--- config.mk ---
export PLATFORM = sky130hd
export DESIGN_NAME = router_fsm_flat
export DESIGN_NICKNAME = d
export VERILOG_FILES = /design/src/rtl/router_pkg.sv /design/src/rtl/router_fsm_if.sv /design/src/rtl/router_wdog_ctr.sv /design/src/rtl/router_fsm.sv /design/src/flat_wrapper.sv
export SDC_FILE = /design/constraint.sdc
export NUM_CORES = 1
export LEC_CHECK = 0
export ABC_AREA = 0
export CAP_MARGIN = 30
export CELL_PAD_IN_SITES_DETAIL_PLACEMENT = 0
export CELL_PAD_IN_SITES_GLOBAL_PLACEMENT = 1
export CORE_MARGIN = 5
export CORE_UTILIZATION = 26
export CTS_CLUSTER_DIAMETER = 120
export DETAILED_ROUTE_END_ITERATION = 10
export MAX_ROUTING_LAYER = met4
export PLACE_DENSITY_LB_ADDON = 0.1
export SKIP_LAST_GASP = 1
export SYNTH_ARGS = -nofsm -noshare
export SYNTH_HDL_FRONTEND = slang
export SYNTH_SLANG_ARGS = --single-unit
--- constraint.sdc ---
create_clock -name clk -period 3 [get_ports clk]
set_input_delay 0.3 -clock clk [delete_from_list [all_inputs] [get_ports clk]]
set_output_delay 0.3 -clock clk [all_outputs]
set_load 0.01 [all_outputs]
--- src/rtl/router_pkg.sv ---
// Shared types and constants for the 1x3 router input-side control.
package router_pkg;

  typedef enum logic [2:0] {
    DECODE_ADDRESS,
    LOAD_FIRST_DATA,
    LOAD_DATA,
    FIFO_FULL_STATE,
    LOAD_AFTER_FULL,
    LOAD_PARITY,
    CHECK_PARITY_ERROR,
    WAIT_TILL_EMPTY
  } router_state_t;

  localparam logic [1:0] ADDR_P0 = 2'd0;
  localparam logic [1:0] ADDR_P1 = 2'd1;
  localparam logic [1:0] ADDR_P2 = 2'd2;

  localparam int WDOG_LIMIT = 63;

  // Picks one of the three per-port flags; address 3 selects nothing.
  function automatic logic sel_port(input logic [1:0] addr, input logic p0,
                                    input logic p1, input logic p2);
    case (addr)
      ADDR_P0: sel_port = p0;
      ADDR_P1: sel_port = p1;
      ADDR_P2: sel_port = p2;
      default: sel_port = 1'b0;
    endcase
  endfunction

  function automatic logic is_stall(input router_state_t s);
    is_stall = (s == FIFO_FULL_STATE) || (s == WAIT_TILL_EMPTY);
  endfunction

endpackage

--- src/rtl/router_fsm_if.sv ---
// Control/status bundle between the router FSM and its neighbouring blocks.
// Handshake: the source holds pkt_valid/din while busy=1; a byte is accepted on a
// posedge where busy=0, and FIFO writes happen only on edges with write_enb_reg=1.
interface router_fsm_if;
  logic       pkt_valid;
  logic [1:0] din;
  logic       parity_done;
  logic       low_pkt_valid;
  logic       fifo_full;
  logic       fifo_empty_0;
  logic       fifo_empty_1;
  logic       fifo_empty_2;
  logic       soft_reset_0;
  logic       soft_reset_1;
  logic       soft_reset_2;
  logic       detect_addr;
  logic       lfd_state;
  logic       ld_state;
  logic       laf_state;
  logic       full_state;
  logic       rst_int_reg;
  logic       write_enb_reg;
  logic       busy;
  logic       wdog_drop;

  modport slave (
    input  pkt_valid, din, parity_done, low_pkt_valid, fifo_full,
           fifo_empty_0, fifo_empty_1, fifo_empty_2,
           soft_reset_0, soft_reset_1, soft_reset_2,
    output detect_addr, lfd_state, ld_state, laf_state, full_state,
           rst_int_reg, write_enb_reg, busy, wdog_drop
  );

  modport master (
    output pkt_valid, din, parity_done, low_pkt_valid, fifo_full,
           fifo_empty_0, fifo_empty_1, fifo_empty_2,
           soft_reset_0, soft_reset_1, soft_reset_2,
    input  detect_addr, lfd_state, ld_state, laf_state, full_state,
           rst_int_reg, write_enb_reg, busy, wdog_drop
  );
endinterface

--- src/rtl/router_wdog_ctr.sv ---
// Stall watchdog: counts consecutive stall cycles and flags the terminal count.
module router_wdog_ctr #(
  parameter int LIMIT = router_pkg::WDOG_LIMIT
) (
  input  logic clk,
  input  logic rst,
  input  logic stall,
  input  logic kill,
  output logic hit,
  output logic drop
);
  localparam int W = $clog2(LIMIT + 1);
  localparam logic [W-1:0] LIMIT_W = W'(LIMIT);

  logic [W-1:0] cnt;

  // A soft reset on the same cycle outranks the watchdog, so no abort is flagged.
  assign hit = stall && (cnt == LIMIT_W) && !kill;

  always_ff @(posedge clk) begin
    if (rst || !stall || hit) cnt <= '0;
    else                      cnt <= cnt + 1'b1;
  end

  always_ff @(posedge clk) begin
    if (rst) drop <= 1'b0;
    else     drop <= hit;
  end
endmodule

--- src/rtl/router_fsm.sv ---
// Router input-side packet sequencer; ROUTER_FSM_WDOG_EN adds a stall watchdog
// that aborts long FIFO_FULL_STATE / WAIT_TILL_EMPTY stalls.
module router_fsm
  import router_pkg::*;
(
  input  logic          clk,
  input  logic          rst,
  router_fsm_if.slave   bus,
  output router_state_t dbg_state
);
  router_state_t state, state_nxt;
  logic [1:0]    addr_q;
  logic          sr_sel;
  logic          wdog_hit;

  assign sr_sel = sel_port(addr_q, bus.soft_reset_0, bus.soft_reset_1, bus.soft_reset_2);

`ifdef ROUTER_FSM_WDOG_EN
  router_wdog_ctr #(.LIMIT(WDOG_LIMIT)) u_wdog (
    .clk   (clk),
    .rst   (rst),
    .stall (is_stall(state)),
    .kill  (sr_sel),
    .hit   (wdog_hit),
    .drop  (bus.wdog_drop)
  );
`else
  assign wdog_hit      = 1'b0;
  assign bus.wdog_drop = 1'b0;
`endif

  always_ff @(posedge clk) begin
    if (rst) begin
      state  <= DECODE_ADDRESS;
      addr_q <= ADDR_P0;
    end else begin
      state <= state_nxt;
      if (state == DECODE_ADDRESS && bus.pkt_valid) addr_q <= bus.din;
    end
  end

  always_comb begin
    state_nxt = state;
    case (state)
      DECODE_ADDRESS: begin
        if (bus.pkt_valid && bus.din != 2'd3) begin
          if (sel_port(bus.din, bus.fifo_empty_0, bus.fifo_empty_1, bus.fifo_empty_2))
            state_nxt = LOAD_FIRST_DATA;
          else
            state_nxt = WAIT_TILL_EMPTY;
        end
      end
      LOAD_FIRST_DATA: state_nxt = LOAD_DATA;
      LOAD_DATA: begin
        if (bus.fifo_full)       state_nxt = FIFO_FULL_STATE;
        else if (!bus.pkt_valid) state_nxt = LOAD_PARITY;
      end
      FIFO_FULL_STATE: begin
        if (!bus.fifo_full) state_nxt = LOAD_AFTER_FULL;
      end
      LOAD_AFTER_FULL: begin
        if (bus.parity_done)        state_nxt = DECODE_ADDRESS;
        else if (bus.low_pkt_valid) state_nxt = LOAD_PARITY;
        else                        state_nxt = LOAD_DATA;
      end
      LOAD_PARITY: state_nxt = CHECK_PARITY_ERROR;
      CHECK_PARITY_ERROR: begin
        if (bus.fifo_full) state_nxt = FIFO_FULL_STATE;
        else               state_nxt = DECODE_ADDRESS;
      end
      WAIT_TILL_EMPTY: begin
        if (sel_port(addr_q, bus.fifo_empty_0, bus.fifo_empty_1, bus.fifo_empty_2))
          state_nxt = LOAD_FIRST_DATA;
      end
      default: state_nxt = DECODE_ADDRESS;
    endcase
    // Later assignments win: soft reset of the active port outranks the watchdog.
    if (wdog_hit) state_nxt = DECODE_ADDRESS;
    if (sr_sel)   state_nxt = DECODE_ADDRESS;
  end

  assign bus.detect_addr   = (state == DECODE_ADDRESS);
  assign bus.lfd_state     = (state == LOAD_FIRST_DATA);
  assign bus.ld_state      = (state == LOAD_DATA);
  assign bus.full_state    = (state == FIFO_FULL_STATE);
  assign bus.laf_state     = (state == LOAD_AFTER_FULL);
  assign bus.rst_int_reg   = (state == CHECK_PARITY_ERROR);
  assign bus.write_enb_reg = (state == LOAD_DATA) || (state == LOAD_PARITY) ||
                             (state == LOAD_AFTER_FULL);
  assign bus.busy          = (state != DECODE_ADDRESS) && (state != LOAD_DATA);

  assign dbg_state = state;
endmodule

--- src/flat_wrapper.sv ---
// flat-port wrapper written by rule: the top's interface ports become plain ports
module router_fsm_flat import router_pkg::*;
  (clk, rst, dbg_state, bus_pkt_valid, bus_din, bus_parity_done, bus_low_pkt_valid, bus_fifo_full, bus_fifo_empty_0, bus_fifo_empty_1, bus_fifo_empty_2, bus_soft_reset_0, bus_soft_reset_1, bus_soft_reset_2, bus_detect_addr, bus_lfd_state, bus_ld_state, bus_laf_state, bus_full_state, bus_rst_int_reg, bus_write_enb_reg, bus_busy, bus_wdog_drop);
  router_fsm_if bus_i ();
  input  logic clk;
  input  logic rst;
  output router_state_t dbg_state;
  input wire logic [$bits(bus_i.pkt_valid)-1:0] bus_pkt_valid;
  input wire logic [$bits(bus_i.din)-1:0] bus_din;
  input wire logic [$bits(bus_i.parity_done)-1:0] bus_parity_done;
  input wire logic [$bits(bus_i.low_pkt_valid)-1:0] bus_low_pkt_valid;
  input wire logic [$bits(bus_i.fifo_full)-1:0] bus_fifo_full;
  input wire logic [$bits(bus_i.fifo_empty_0)-1:0] bus_fifo_empty_0;
  input wire logic [$bits(bus_i.fifo_empty_1)-1:0] bus_fifo_empty_1;
  input wire logic [$bits(bus_i.fifo_empty_2)-1:0] bus_fifo_empty_2;
  input wire logic [$bits(bus_i.soft_reset_0)-1:0] bus_soft_reset_0;
  input wire logic [$bits(bus_i.soft_reset_1)-1:0] bus_soft_reset_1;
  input wire logic [$bits(bus_i.soft_reset_2)-1:0] bus_soft_reset_2;
  output wire logic [$bits(bus_i.detect_addr)-1:0] bus_detect_addr;
  output wire logic [$bits(bus_i.lfd_state)-1:0] bus_lfd_state;
  output wire logic [$bits(bus_i.ld_state)-1:0] bus_ld_state;
  output wire logic [$bits(bus_i.laf_state)-1:0] bus_laf_state;
  output wire logic [$bits(bus_i.full_state)-1:0] bus_full_state;
  output wire logic [$bits(bus_i.rst_int_reg)-1:0] bus_rst_int_reg;
  output wire logic [$bits(bus_i.write_enb_reg)-1:0] bus_write_enb_reg;
  output wire logic [$bits(bus_i.busy)-1:0] bus_busy;
  output wire logic [$bits(bus_i.wdog_drop)-1:0] bus_wdog_drop;
  assign bus_i.pkt_valid = bus_pkt_valid;
  assign bus_i.din = bus_din;
  assign bus_i.parity_done = bus_parity_done;
  assign bus_i.low_pkt_valid = bus_low_pkt_valid;
  assign bus_i.fifo_full = bus_fifo_full;
  assign bus_i.fifo_empty_0 = bus_fifo_empty_0;
  assign bus_i.fifo_empty_1 = bus_fifo_empty_1;
  assign bus_i.fifo_empty_2 = bus_fifo_empty_2;
  assign bus_i.soft_reset_0 = bus_soft_reset_0;
  assign bus_i.soft_reset_1 = bus_soft_reset_1;
  assign bus_i.soft_reset_2 = bus_soft_reset_2;
  assign bus_detect_addr = bus_i.detect_addr;
  assign bus_lfd_state = bus_i.lfd_state;
  assign bus_ld_state = bus_i.ld_state;
  assign bus_laf_state = bus_i.laf_state;
  assign bus_full_state = bus_i.full_state;
  assign bus_rst_int_reg = bus_i.rst_int_reg;
  assign bus_write_enb_reg = bus_i.write_enb_reg;
  assign bus_busy = bus_i.busy;
  assign bus_wdog_drop = bus_i.wdog_drop;
  router_fsm u_core (.clk(clk), .rst(rst), .bus(bus_i), .dbg_state(dbg_state));
endmodule
Yosys cells after proc, flatten, opt, wreduce, memory -nomap -nowiden
Cells that the tools add are included.
{ "word_totals": {"register_bits": 5, "inputBits": 14, "out_inout_bits": 12, "wordCells": 46} }
{ "op_classes": {"n_eq_ne": 17, "mux": 16, "n_reduce_logical": 11} }
{ "op_table": {"columns": ["cell", "n"], "rows": [
  ["3-bit 2-to-1 mux", 8],
  ["3-bit case mux with 8 select lines", 1],
  ["3-bit equality test, second input constant", 4],
  ["1-bit case mux with 3 select lines", 3],
  ["3-bit by 2-bit equality test with 1-bit output, second input constant", 2],
  ["2-bit by 1-bit equality test with 1-bit output, second input constant", 2],
  ["2-bit equality test, second input constant", 2],
  ["2-bit logical NOT", 2],
  ["2-bit by 1-bit != test with 1-bit output, second input constant", 2],
  ["2-bit != test, second input constant", 2],
  ["4-bit AND reduction", 1],
  ["3-bit by 1-bit equality test with 1-bit output, second input constant", 1],
  ["1-bit logical AND", 3],
  ["3-bit logical NOT", 1],
  ["1-bit 2-to-1 mux", 3],
  ["3-bit by 2-bit != test with 1-bit output, second input constant", 1],
  ["3-bit != test, second input constant", 1],
  ["3-bit nonzero test", 1],
  ["1-bit logical OR", 2],
  ["2-bit 2-to-1 mux", 1],
  ["2-bit OR reduction", 1]
]} }

Logic depth before layout (Yosys ltp)
{ "depth": {"depth_word": 7, "mapped_depth": 6, "ltp_nobuf": 5} }

Least setup slack after synthesis
Ideal clock, no wire load.
{ "synth_path": {"path_kind": "flip-flop to output port", "from": "register u_core.state[1] (netlist: u_core.dbg_state[1])", "to": "output port bus_write_enb_reg", "t_arrival_ns": 1.113, "required_ns": 2.700, "slack_ns": 1.587, "stages_incl_launch_ff": 4, "n_path_buf": 1, "path_cell_list": "dfxtp_1 buf_6 or2b_2 o21ai_0"} }
{ "synth_between": {"elab_chain_cells": 3, "elab_cells_between_ends": 5, "cone_classes": "eq/ne (3); reduce/logical (2)"} }
{ "synth_lines": {"columns": ["element", "line_no", "source"], "rows": [
  ["start, declared", "router_fsm.sv:11", "router_state_t state, state_nxt;"],
  ["start signal, assigned", "router_fsm.sv:37", "state <= state_nxt;"],
  ["3-bit by 2-bit equality test with 1-bit output / 3-bit equality test (equally long branches)", "router_fsm.sv:88", "assign bus.write_enb_reg = (state == LOAD_DATA) || (state == LOAD_PARITY) ||"],
  ["1-bit logical OR", "router_fsm.sv:88", null],
  ["1-bit logical OR (*)", "router_fsm.sv:88", null],
  ["end, declared", "flat_wrapper.sv:25", "output wire logic [$bits(bus_i.write_enb_reg)-1:0] bus_write_enb_reg;"]
]} }
Mark *: on every way between the ends. The rest lies on a longest branch, timed or not.

Final worst setup path
Same ends and word-level chain as after synthesis.

==> flow_metrics.py <==
metrics = {
    "run_status": {
        "outcome": "finished, final reports clean",
    },
    "global_routing": {
        "antenna_found_initial": 0,
        "grt_pass1_vias": 464,
        "grt-ovfl-total": 0,
        "gr-usage-all-layers": 0.107,
        "grt_max_degree": 17,
        "grt_pass1_wl_um": 2130,
    },
    "sta": {
        "fmax_mhz": 473,
        "tns_ps": 0,
        "finalSetupViolations": 0,
        "min_period_ps": 2120,
        "finalHoldViolCount": 0,
        "fin_skew_ps": 6.23,
        "post-route-period-util": 0.705,
        "rsz0062_at_grt": "false",
        "maxSlewViolCount": 0,
    },
    "power": {
        "power_density_nw_per_um2": 435,
        "finalPower_mw": 0.315,
        "leakage_nw": 0.268,
        "ir_drop_v": 0.000272,
    },
    "cells_and_area": {
        "area_growth_syn_to_layout_pct": 57.1,
        "nets": 104,
        "multi_input_area_um2": 307,
        "regArea_um2": 100,
        "fillers": 192,
        "drive_above_1_share": 0.112,
        "diodes": 0,
        "final_area_um2": 723,
        "post-route-util": 0.423,
    },
    "detailed_routing": {
        "ant_nets": 0,
        "via_count": 522,
        "wl_per_cell_um": 11.7,
        "via_per_inst": 4.58,
        "drt_first_pass_iters": 4,
        "drc": 0,
        "drt_iter0_drc": 17,
        "wirelength_um": 1340,
    },
    "logic_synthesis": {
        "syn_nets": 79,
        "seq_area_frac_synth": 0.217,
        "ys_top_cells_by_area": "dfxtp_1 (22%), a21oi_1 (8.7%), mux2i_1 (6.5%)",
        "synthCells": 65,
        "synth-async-reset-ratio": 0,
        "ys_ff_latch": 5,
        "synth_top_area_cell": "dfxtp_1",
        "ys.flop_type": "dfxtp_1",
        "synth_cell_type_count": 27,
        "synthesis.area_um2": 460,
        "synth_warnings": 0,
        "netlist.area_leader.share": 0.217,
        "syn_avg_cell_area_um2": 7.08,
        "synth-edff-count": 0,
    },
    "cts": {
        "cts_root_buf": "clkbuf_4",
        "numCtsBuffers": 3,
        "htreeDepth": 1,
        "cts_setup_buffers": 0,
        "insertion_delay_ps": 240,
        "hold_buffers": 0,
        "tritoncts": "built",
        "clk_pin_slew_worst_paths_ps": 50,
        "cts_resized": 0,
        "cts_buffer_depth": 2,
        "cts_sinks": 5,
    },
    "flow_run": {
        "drv_cap": 0,
    },
    "critical_path": {
        "crit_arrival_ps": 1820,
        "cpMaxStageDelayCell": "clkdlybuf4s50_1",
        "start_kind": "flip-flop",
        "worstPathRequired_ps": 2700,
        "startpoint": "u_core.dbg_state[1]",
        "crit_type": "reg2out",
        "cp_max_fo": 11,
        "critical_path_buf_inv_count": 1,
        "rrSetupSlack_ps": 1500,
        "r2r_start": "u_core.dbg_state[0]",
        "r2r_end": "u_core.dbg_state[2]",
        "worstRegToRegCells": 4,
        "end_kind": "output port",
        "cp_top_family": "buffers and inverters",
        "cpPeakStageDelay_ps": 550,
        "crit_cells": 3,
        "cp-endpoint": "bus_write_enb_reg",
        "crit_chain": "or2b_2 > o21ai_0 > clkdlybuf4s50_1",
    },
    "die": {
        "num_io_pins": 26,
        "dieArea_um2": 2710,
        "start_util": 0.270,
        "die_x_um": 52.1,
        "core_area_um2": 1710,
        "rows": 15,
        "die_h_um": 52.1,
    },
    "placed_design": {
        "gp_congestion": 0.786,
        "dp_hpwl_um": 1050,
        "place_area_um2": 697,
        "io_buffers": 24,
    },
    "min_path": {
        "hp-class": "reg2reg",
    },
}
[worst min-delay path, cell delays in order, from the launching register on]
cell and delay (ps):
dfxtp_1 340, nand2_1 70, a21oi_1 60
[how the worst min path moves through the flow]
stage | start | endpoint | slack, ps | cells past startpoint
after floorplan | rst | u_core.addr_q[0] | 370 | 1
after global placement | u_core.addr_q[1] | u_core.addr_q[1] | 510 | 2
after detailed placement | u_core.addr_q[1] | u_core.addr_q[1] | 510 | 2
after CTS | u_core.addr_q[1] | u_core.addr_q[1] | 510 | 2
after global routing | u_core.addr_q[1] | u_core.addr_q[1] | 560 | 2
final | u_core.addr_q[1] | u_core.addr_q[1] | 510 | 2
[area by class of cell]
cell class / count / area share
Inverter: 5 / 0.0260
Timing Repair Buffer: 24 / 0.332
Multi-Input combinational cell: 51 / 0.424
Tap cell: 25 / 0.0433
Sequential cell: 5 / 0.138
Clock buffer: 4 / 0.0363
[registers in the layout, indices dropped and copies added, names as in the netlist]
register	cells
u_core.addr_q	2
u_core.dbg_state	3
[synth_stat cells, types with 2 or more instances]
master,n
nand3b_1,4
nor2_1,6
nor3_1,2
o21ai_0,3
buf_6,2
dfxtp_1,5
nand3_1,2
inv_1,5
o22ai_1,3
a21oi_1,8
mux2i_1,3
nand2_1,7
[stage by stage]
stage	worst slack [ps]	hold WS, ps	instances
after floorplan	1590	369	65
after global placement	1170	511	110
after detailed placement	1130	508	110
after CTS	871	514	114
after global routing	729	563	114
final	885	514	114
[layer usage]
layer / up-vias / GRT usage / wire (um)
li1: 277 / - / -
met1: 225 / 0.148 / 677
met2: 20 / 0.136 / 546
met3: 0 / 0.0544 / 114
met4: 0 / 0.0262 / 0
met5: - / - / 0
[layout by cell type, fill, tap and decap left out, drive strengths merged]
cell type       n
a21boi          1
a21oi           8
a31oi           1
and2            1
and3            2
clkbuf          4
clkdlybuf4s50  24
conb            1
dfxtp           5
inv             5
mux2i           3
nand2           7
nand3           2
nand3b          4
nand4           1
nor2            6
nor3            2
o21ai           3
o221a           1
o22ai           4
o31a            1
or2             1
or2b            1
or3             1
[cells by family after synthesis]
kind of cell	Yosys count	synth area share
flops	5	0.217
buf+inv	9	0.117
simple gates	28	0.329
other cells	1	0.00814
compound gates	19	0.264
mux	3	0.0652
[report_power, final]
part,leakage [nW],total (mW),switching (mW),internal (mW)
logic,0.212,0.142,0.0589,0.0833
clock network,0.0150,0.0784,0.0281,0.0503
registers,0.0410,0.0942,0.0198,0.0744
(Power assumes the default switching activity.)
